===== src/rtl/shift_register_sequencer.sv =====
// Command sequencer for an 8-bit universal shift register.
// Accepts one command per start/busy/done handshake: an optional parallel
// load, then `count` shift or rotate cycles. Vectors use [0:WIDTH-1] so
// index 0 is the register MSB (Q0/P0). This keeps hex literals readable:
// 8'hA5 puts a 1 on P0.
module shift_register_sequencer #(
  parameter int WIDTH = 8,
  parameter int CNT_W = 4
) (
  input  logic             clock,
  input  logic             reset_n,
  input  logic             start,
  input  logic             load_first,
  input  logic             dir,
  input  logic             rotate,
  input  logic             fill,
  input  logic [CNT_W-1:0] count,
  input  logic [0:WIDTH-1] data,
  input  logic [0:WIDTH-1] q,
  output logic             s0,
  output logic             s1,
  output logic             SR,
  output logic             SL,
  output logic [0:WIDTH-1] P,
  output logic             busy,
  output logic             done
);

  typedef enum logic [1:0] {IDLE, LOAD, SHIFT, DONE} state_t;

  state_t           state;
  logic [CNT_W-1:0] cnt;
  logic             dir_r;
  logic             rot_r;
  logic             fill_r;

  // Rotate feedback uses only the two end bits; the interior bits are ignored.
  logic unused_q;
  assign unused_q = ^q[1:WIDTH-2];

  // Control FSM. The mode pins, P, busy and done are registered. Each
  // transition loads the outputs that belong to the state being entered.
  always_ff @(posedge clock or negedge reset_n) begin
    if (!reset_n) begin
      state  <= IDLE;
      cnt    <= '0;
      dir_r  <= 1'b0;
      rot_r  <= 1'b0;
      fill_r <= 1'b0;
      s0     <= 1'b0;
      s1     <= 1'b0;
      P      <= '0;
      busy   <= 1'b0;
      done   <= 1'b0;
    end else begin
      s0   <= 1'b0;
      s1   <= 1'b0;
      P    <= '0;
      done <= 1'b0;
      case (state)
        IDLE: begin
          busy <= 1'b0;
          if (start) begin
            cnt    <= count;
            dir_r  <= dir;
            rot_r  <= rotate;
            fill_r <= fill;
            busy   <= 1'b1;
            if (load_first) begin
              state <= LOAD;
              s0    <= 1'b1;
              s1    <= 1'b1;
              P     <= data;
            end else if (count != '0) begin
              state <= SHIFT;
              s0    <= ~dir;
              s1    <= dir;
            end else begin
              state <= DONE;
              done  <= 1'b1;
            end
          end
        end
        LOAD: begin
          if (cnt != '0) begin
            state <= SHIFT;
            s0    <= ~dir_r;
            s1    <= dir_r;
          end else begin
            state <= DONE;
            done  <= 1'b1;
          end
        end
        SHIFT: begin
          cnt <= cnt - CNT_W'(1);
          if (cnt == CNT_W'(1)) begin
            state <= DONE;
            done  <= 1'b1;
          end else begin
            s0 <= ~dir_r;
            s1 <= dir_r;
          end
        end
        DONE: begin
          state <= IDLE;
          busy  <= 1'b0;
        end
        default: state <= IDLE;
      endcase
    end
  end

  // Serial inputs come straight from q. Each shift edge therefore sees the
  // value left by the previous edge. Both are 0 outside SHIFT.
  always_comb begin
    SR = 1'b0;
    SL = 1'b0;
    if (state == SHIFT) begin
      if (!dir_r) SR = rot_r ? q[WIDTH-1] : fill_r;
      else        SL = rot_r ? q[0]       : fill_r;
    end
  end

endmodule


===== config.mk =====
export PLATFORM = sky130hd
export DESIGN_NAME = shift_register_sequencer
export DESIGN_NICKNAME = d
export VERILOG_FILES = /design/src/rtl/shift_register_sequencer.sv
export SDC_FILE = /design/constraint.sdc
export NUM_CORES = 1
export LEC_CHECK = 0
export ABC_AREA = 1
export CAP_MARGIN = 40
export CORE_UTILIZATION = 47
export DETAILED_ROUTE_END_ITERATION = 16
export GPL_TIMING_DRIVEN = 0
export PLACE_DENSITY = 0.92
export REMOVE_ABC_BUFFERS = 1
export SYNTH_ARGS = -nofsm -noshare
export SYNTH_HDL_FRONTEND = slang
export SYNTH_SLANG_ARGS = --single-unit

===== constraint.sdc =====
create_clock -name clock -period 3.2 [get_ports clock]
set_clock_uncertainty 0.1 [all_clocks]
set_input_delay 0.48 -clock clock [delete_from_list [all_inputs] [get_ports clock]]
set_output_delay 0.48 -clock clock [all_outputs]
set_load 0.05 [all_outputs]

==> results of run 1 <==
## Yosys cell counts
cell type,n
nand2_1,30
inv_1,24
nor2_1,23
dfrtp_1,21
nand3_1,10
ha_1,8
o21ai_0,6
a21oi_1,4
nor2_4,3
inv_2,2
nor3_1,2
o21ai_1,2
a21oi_2,1
buf_2,1
nand2_2,1
nand2_4,1
o211ai_1,1
o31ai_1,1
xor2_1,1
## through the flow
step,std cells,cell area [µm²]
2_1_floorplan,141,1130
3_3_place_gp,203,1500
3_5_place_dp,204,1520
4_1_cts,208,1540
5_1_grt,208,1550
6_report,208,1550
## logic make-up after synthesis
| kind of cell | share of synthesized area |
|---|---|
| XOR/XNOR | 0.00774 |
| AND/OR/NAND/NOR | 0.274 |
| buffers and inverters | 0.0907 |
| adder cells (fa/ha/maj) | 0.0885 |
| flip-flops | 0.465 |
| AO/OA/AOI/OAI | 0.0741 |
## final cells by class
cell class | count | area, µm²
clock buffer | 3 | 22.5
fill | 181 | 684
inverter | 26 | 97.6
clock inverter | 1 | 5.00
multi-input combinational | 94 | 503
tap | 28 | 35.0
timing repair buffer | 35 | 360
sequential | 21 | 526
## what timing repair did
action,4_1_cts,5_1_grt
setup endpoints to repair,0,2
hold endpoints to repair,0,0
gates resized for setup,0,2
## power groups by stage
| stage | Sequential [mW] | Combinational [mW] | Clock [mW] |
|---|---|---|---|
| global route | 0.432 | 0.815 | 0.137 |
| global placement | 0.420 | 0.692 | 0 |
| floorplan | 0.517 | 0.430 | 0 |
| CTS | 0.419 | 0.735 | 0.130 |
| finish | 0.422 | 0.735 | 0.130 |
| detailed placement | 0.425 | 0.731 | 0 |
## worst max-delay path: cells and delay by family, from the launching register on
kind	cells	cell delay (ns)
buffers and inverters	3	0.73
flip-flops	1	0.46
adder cells (fa/ha/maj)	1	0.40
AND/OR/NAND/NOR	1	0.20
## final timing paths
check	startpoint	endpoint	depth (start not counted)
hold reg to reg	busy	busy	2
hold / removal	reset_n	P[4]	1
min in group clock	busy	busy	2
setup reg to reg	state[0]	cnt[3]	8
setup / recovery	state[0]	SL	5
max in group asynchronous	reset_n	rot_r	2
## layer usage
| metal | part of all wire | vias up | track usage |
|---|---|---|---|
| met1 | 0.41 | 476 | 0.233 |
| met5 | 0 | - | 0 |
| met3 | 0.055 | 7 | 0.0298 |
| li1 | - | 507 | - |
| met2 | 0.52 | 44 | 0.412 |
| met4 | 0.019 | 0 | 0.0972 |
==> flow_metrics.env, run 1 <==
export IMPL_final_min_clock_period_ns=2.68
export IMPL_yosys_area_top_type_share=0.465
export IMPL_comb_power_share=0.571
export IMPL_syn_area_per_cell_um2=7.97
export IMPL_grt_pass1_wl_um=4170
export IMPL_numCtsBuffers=3
export IMPL_dieArea_mm2=0.00261
export IMPL_io_pin_count=41
export IMPL_clkPwrFrac=0.101
export IMPL_fin_util=0.694
export IMPL_vias_per_cell=4.97
export IMPL_cp_start_kind="register"
export IMPL_antenna_found_initial=0
export IMPL_required_ns=2.62
export IMPL_cts_root_buf="clkbuf_4"
export IMPL_cp_cell_sequence="inv_1 > ha_1 > inv_1 > nor3_1 > dlymetal6s2s_1"
export IMPL_syn_cell_area_mm2=0.00113
export IMPL_grt_pass1_vias=1038
export IMPL_status="complete, no violations"
export IMPL_peakVddDrop_mv=0.568
export IMPL_post_cts_setup_buffer_count=0
export IMPL_place_hpwl_um=2080
export IMPL_placementRows=17
export IMPL_clk_path_buf_depth=2
export IMPL_critPathMostFrequentCell="inv_1"
export IMPL_gp_congestion=0.787
export IMPL_cp_arrival_ns=2.10
export IMPL_slowest_delay_ns=0.46
export IMPL_htree_levels=1
export IMPL_p_seq_frac=0.328
export IMPL_vias=1034
export IMPL_synth_seq_area_share=0.465
export IMPL_clk_latency_ns=0.31
export IMPL_rrSetupSlack_ns=1.46
export IMPL_n_antenna_cell=0
export IMPL_synthCells=142
export IMPL_switching_share=0.485
export IMPL_start_util=0.506
export IMPL_crit_type="register to primary output"
export IMPL_place_port_buffers=34
export IMPL_powerDensity_mw_per_mm2=831
export IMPL_wire_per_inst_um=12.2
export IMPL_rsz0062_at_grt="no"
export IMPL_post_route_period_util=0.838
export IMPL_fin_nets=216
export IMPL_drc=0
export IMPL_grt_max_degree=16
export IMPL_ys_top_cells_by_area="dfrtp_1 46%, nand2_1 10%, ha_1 8.8%, inv_1 8.0%, nor2_1 7.6%"
export IMPL_ys_warnings_count=0
export IMPL_max_freq_mhz=373
export IMPL_ys_ff_latch=21
export IMPL_antenna_left=0
export IMPL_cp_end_kind="primary output"
export IMPL_layout_commonest_cell="clkdlybuf4s50_1"
export IMPL_regMostFlops="P"
export IMPL_intPower_uw=662
export IMPL_fp_dieW_um=51.1
export IMPL_drive_above_1_share=0.0722
export IMPL_postLayoutSetupSlackWorst_ns=0.519
export IMPL_drv_cap=0
export IMPL_setup_tns_ns=0
export IMPL_design_core_area_mm2=0.00223
export IMPL_dp_slack_ns=0.480
export IMPL_dr_first_iter_drc_count=9
export IMPL_power_static_leakage_nw=0.847
export IMPL_area_delta_synth_final_pct=36.9
export IMPL_worst_pin_slew_ns=0.505
export IMPL_grt_total_usage=0.217
export IMPL_yosysUniqueCellTypes=19
export IMPL_power_switching_uw=625
export IMPL_path_clk_slew_ns=0.12
export IMPL_top_regs="P: 8 flops, cnt: 4 flops, state: 2 flops"
export IMPL_wl_um=2530
export IMPL_path_max_fanout=11
export IMPL_hold_class="primary input to async pin"
export IMPL_setup_viol=0
export IMPL_finalHoldWorstSlack_ns=0.332
export IMPL_cts_tree="yes"
export IMPL_total_power_mw=1.29
export IMPL_cts_sinks=21
export IMPL_drv_slew=0
export IMPL_final_cell_mix="32 x clkdlybuf4s50_1, 30 x nand2_1, 24 x inv_1"
export IMPL_die_h_um=51.1
export IMPL_synth_top_area_cell="dfrtp_1"
export IMPL_finalHoldViolations=0
export IMPL_grt_overflow_total=0
export IMPL_firstDrtPassIters=5
export IMPL_slowest_stage="dfrtp_1"
export IMPL_largest_register_ff_count=8
export IMPL_holdBufCountCts=0
export IMPL_slew_headroom=0.662
Note: power is estimated with default switching activity, not from simulation.
==> run 2: changes to the inputs <==
CORE_UTILIZATION = 44   (was 47)
PLACE_DENSITY = 0.87   (was 0.92)
clock period = 2.65 ns   (was 3.2 ns; I/O delays follow)
==> run 2 against run 1 <==
Sequential share of layout area is 0.11 points higher. Worst hold slack worse by 0.069 ns. Clock-buffer cell count is 1 higher. Clock power is 18% higher. First-iteration DRC count grew to 2.9 times the previous value. Core utilization is 6.5 points lower. Register-to-register slack worse by 0.36 ns. Critical path type unchanged.
==> flow_metrics.env, run 2 (synthesis gave the netlist of run 1 again) <==
export IMPL_cp_end_kind="primary output"
export IMPL_regMostFlops="P"
export IMPL_grt_max_degree=16
export IMPL_setup_tns_ns=0
export IMPL_path_max_fanout=11
export IMPL_grtUsageMet3=0.0377
export IMPL_largest_register_ff_count=8
export IMPL_layout_commonest_cell="clkdlybuf4s50_1"
export IMPL_placementRows=18
export IMPL_cts_tree="yes"
export IMPL_wl_um=2370
export IMPL_fin_nets=216
export IMPL_max_freq_mhz=419
export IMPL_grt_pass1_vias=982
export IMPL_cp_start_kind="register"
export IMPL_cts_sinks=21
export IMPL_wire_per_inst_um=11.3
export IMPL_hold_class="primary input to async pin"
export IMPL_post_route_period_util=0.901
export IMPL_fp_dieW_um=52.7
export IMPL_peakVddDrop_mv=0.653
export IMPL_dr_first_iter_drc_count=26
export IMPL_post_cts_setup_buffer_count=0
export IMPL_die_h_um=52.7
export IMPL_top_usage_layer="met2"
export IMPL_vias=1005
export IMPL_firstDrtPassIters=4
export IMPL_critPathBufInv=3
export IMPL_final_min_clock_period_ns=2.39
export IMPL_grt_pass1_wl_um=3820
export IMPL_place_port_buffers=34
export IMPL_clk_latency_ns=0.31
export IMPL_dieArea_mm2=0.00278
export IMPL_drc=0
export IMPL_design_core_area_mm2=0.00245
export IMPL_crit_type="register to primary output"
export IMPL_fin_util=0.629
export IMPL_slowest_stage="dfrtp_1"
export IMPL_n_fill_cell=211
export IMPL_cp_arrival_ns=1.89
export IMPL_numCtsBuffers=3
export IMPL_io_pin_count=41
export IMPL_vias_per_cell=4.79
export IMPL_n_antenna_cell=0
export IMPL_required_ns=2.15
export IMPL_setup_viol=0
export IMPL_power_static_leakage_nw=0.808
export IMPL_multi_input_area_um2=505
export IMPL_drv_slew=0
export IMPL_use_met1=0.188
export IMPL_slew_headroom=0.669
export IMPL_cp_cell_sequence="inv_1 > ha_2 > inv_1 > nor3_1 > clkdlybuf4s15_2"
export IMPL_path_clk_slew_ns=0.11
export IMPL_start_util=0.461
export IMPL_critPathTopFamily="buffers and inverters"
export IMPL_antenna_left=0
export IMPL_rsz0062_at_grt="no"
export IMPL_critPathMostFrequentCell="inv_1"
export IMPL_use_met2=0.384
export IMPL_ff_latch_area_um2=526
export IMPL_place_hpwl_um=1960
export IMPL_gp_congestion=0.794
export IMPL_drv_cap=0
export IMPL_htree_levels=1
export IMPL_finalHoldViolations=0
export IMPL_finalHoldWorstSlack_ns=0.264
export IMPL_slowest_delay_ns=0.44
export IMPL_drive_above_1_share=0.0833
export IMPL_grt_overflow_total=0
export IMPL_grt_total_usage=0.193
export IMPL_worst_pin_slew_ns=0.494
export IMPL_area_delta_synth_final_pct=36.5
export IMPL_clk_path_buf_depth=2
export IMPL_cts_root_buf="clkbuf_4"
export IMPL_cp_startpoint="state[0]"
export IMPL_powerDensity_mw_per_mm2=993
export IMPL_reg2reg_from="state[0]"
export IMPL_status="complete, no violations"
export IMPL_top_regs="P: 8 flops, cnt: 4 flops, state: 2 flops"
export IMPL_final_cell_mix="32 x clkdlybuf4s50_1, 30 x nand2_1, 24 x inv_1"
export IMPL_antenna_found_initial=0
run 2: worst paths after layout:
path / to / slack [ns] / depth (start not counted)
worst max-delay path: SL / 0.26 / 5
worst min register to register: busy / 0.41 / 2
worst max register to register: cnt[3] / 1.10 / 8
max in group asynchronous: s0 / 1.77 / 2
min in group clock: busy / 0.41 / 2
worst min-delay path: P[4] / 0.26 / 1
run 2: area by class of cell:
class                      instances  share of cell area
timing repair buffer              35               0.228
inverter                          26              0.0632
multi-input combinational         94               0.327
sequential                        21               0.340
tap                               30              0.0243
clock buffer                       4              0.0170
run 2: metal layers:
metal	share of wire	routed length (µm)
met3	0.059	141
met2	0.51	1210
met4	0.018	42
met5	0	0
met1	0.41	976
run 2: power breakdown:
group	internal, mW	leakage [nW]	switching (mW)
sequential	0.428	0.271	0.0788
clock	0.0588	0.0150	0.0942
combinational	0.315	0.523	0.559
run 2: worst register-to-register path: cells and delay by family, from the launching register on:
family | cells | cell delay (ns)
AOI/OAI and AO/OA | 1 | 0.07
buffers and inverters | 2 | 0.17
adders and majority gates | 1 | 0.30
DFF | 1 | 0.44
and+or+nand+nor | 4 | 0.42
run 2: timing repair:
action,in CTS,in global routing
pin swaps,0,0
resized for setup,6,3
hold buffers,0,0
endpoints found under the hold margin,0,0
setup endpoints to repair,2,2
gates cloned,0,0
run 2: stage by stage:
step / instance area [µm²] / cells / power, mW / setup WS (ns)
final: 1540 / 210 / 1.53 / 0.263
after global routing: 1540 / 210 / 1.67 / 0.0847
after CTS: 1550 / 210 / 1.54 / 0.0159
after detailed placement: 1520 / 206 / 1.39 / 0.0136
after global placement: 1500 / 205 / 1.35 / 0.0811
after floorplan: 1130 / 141 / 1.14 / 0.108
==> run 3: changes to the inputs <==
CORE_ASPECT_RATIO = 1.75   (was not set)
CTS_CLUSTER_SIZE = 30   (was not set)
==> run 3 against run 2 <==
Worst hold slack better by 0.068 ns. Routed wire length increased by 3.8%. Die area increased by 0.29%. Combinational power rose by 1%. Core utilization hardly changed. Fmax shrank 1.0%. Power increased by 4.2%. Clock-buffer cell count unchanged. Clock power rose by 34%. Non-clock buffer count stayed put. First-iteration DRC count increased by 54%.
==> flow_metrics.env, run 3 (synthesis gave the netlist of run 1 again) <==
export IMPL_cp_end_kind="primary output"
export IMPL_drv_slew=0
export IMPL_top_regs="P: 8 flops, cnt: 4 flops, state: 2 flops"
export IMPL_final_cell_mix="32 x clkdlybuf4s50_1, 30 x nand2_1, 24 x inv_1"
export IMPL_final_min_clock_period_ns=2.41
export IMPL_antenna_found_initial=0
export IMPL_switching_share=0.471
export IMPL_wire_per_inst_um=12.0
export IMPL_area_delta_synth_final_pct=36.9
export IMPL_layout_commonest_cell="clkdlybuf4s50_1"
export IMPL_htree_levels=1
export IMPL_fin_nets=216
export IMPL_numCtsBuffers=3
export IMPL_peakVddDrop_mv=0.517
export IMPL_cts_sinks=21
export IMPL_crit_type="register to primary output"
export IMPL_grt_pass1_vias=1051
export IMPL_vias=1024
export IMPL_slew_headroom=0.663
export IMPL_grt_pass1_wl_um=4030
export IMPL_place_port_buffers=34
export IMPL_path_max_fanout=11
export IMPL_cp_start_kind="register"
export IMPL_antenna_left=0
export IMPL_regMostFlops="P"
export IMPL_total_power_mw=1.60
export IMPL_grt_max_degree=15
export IMPL_worst_pin_slew_ns=0.503
export IMPL_clkPwrFrac=0.128
export IMPL_die_h_um=69.1
export IMPL_drive_above_1_share=0.0778
export IMPL_gp_congestion=0.777
export IMPL_p_seq_frac=0.318
export IMPL_intPower_uw=846
export IMPL_grt_overflow_total=0
export IMPL_grt_total_usage=0.201
export IMPL_wl_um=2460
export IMPL_power_static_leakage_nw=0.819
export IMPL_rsz0062_at_grt="no"
export IMPL_io_pin_count=41
export IMPL_place_hpwl_um=1960
export IMPL_drv_cap=0
export IMPL_comb_power_share=0.554
export IMPL_drc=0
export IMPL_largest_register_ff_count=8
export IMPL_firstDrtPassIters=4
export IMPL_max_freq_mhz=415
export IMPL_setup_tns_ns=0
export IMPL_power_switching_uw=753
export IMPL_n_antenna_cell=0
export IMPL_setup_viol=0
export IMPL_clk_path_buf_depth=2
export IMPL_clk_latency_ns=0.26
export IMPL_cts_root_buf="clkbuf_8"
export IMPL_cts_tree="yes"
export IMPL_finalHoldViolations=0
export IMPL_start_util=0.459
export IMPL_cp_arrival_ns=1.91
export IMPL_design_core_area_mm2=0.00246
export IMPL_fin_util=0.629
export IMPL_status="complete, no violations"
export IMPL_placementRows=24
export IMPL_vias_per_cell=4.97
export IMPL_dr_first_iter_drc_count=40
export IMPL_required_ns=2.15
export IMPL_powerDensity_mw_per_mm2=1030
export IMPL_post_route_period_util=0.910
export IMPL_fp_dieW_um=40.3
export IMPL_hold_class="primary input to async pin"
export IMPL_path_clk_slew_ns=0.07
export IMPL_dieArea_mm2=0.00279
export IMPL_post_cts_setup_buffer_count=0
[run 3: what timing repair did]
item,4_1_cts,5_1_grt
pin swaps,0,0
endpoints found under the hold margin,0,0
gates resized for setup,2,6
cloned,0,0
hold buffers,0,0
setup endpoints to repair,2,2
[run 3: path summary, 6_finish.rpt]
check / from / to / slack [ns] / depth (start not counted)
setup / recovery: state[0] / SR / 0.24 / 5
hold / removal: reset_n / state[0] / 0.33 / 1
setup reg to reg: state[0] / cnt[2] / 0.94 / 6
hold reg to reg: busy / busy / 0.42 / 2
max in group asynchronous: reset_n / cnt[0] / 1.69 / 2
min in group clock: busy / busy / 0.42 / 2
[run 3: per-stage QoR]
stage,hold slack (ns),std cells,instance area [µm²],worst slack [ns]
after floorplan,0.00191,141,1130,0.108
after global placement,0.369,201,1500,0.0675
after detailed placement,0.398,202,1510,0.000135
after CTS,0.343,206,1560,0.00574
after global routing,0.369,206,1550,0.0833
final,0.331,206,1550,0.238
[run 3: per-layer routing]
metal  wire, µm  vias to the layer above  global-route usage
met4         86                        0               0.122
met5          0                        -                   0
met1        895                      469               0.196
li1           -                      506                   -
met3        177                        9              0.0289
met2       1300                       40               0.353
[run 3: power groups by stage]
stage	Clock, mW	Sequential, mW	Combinational [mW]
floorplan	0	0.624	0.519
detailed placement	0	0.514	0.884
CTS	0.211	0.508	0.887
global route	0.221	0.522	0.989
finish	0.205	0.508	0.885
global placement	0	0.506	0.847
[run 3: critical path, cell delays in order (launching register included)]
cell	delay, ns
dfrtp_1	0.43
inv_1	0.11
ha_1	0.41
inv_1	0.18
nor3_1	0.22
clkbuf_2	0.31
[run 3: layout make-up]
cell class                 count  area [µm²]
fill                         209         913
sequential                    21         526
multi-input combinational     94         503
timing repair buffer          35         345
clock buffer                   4        45.0
tap                           26        32.5
inverter                      26        97.6
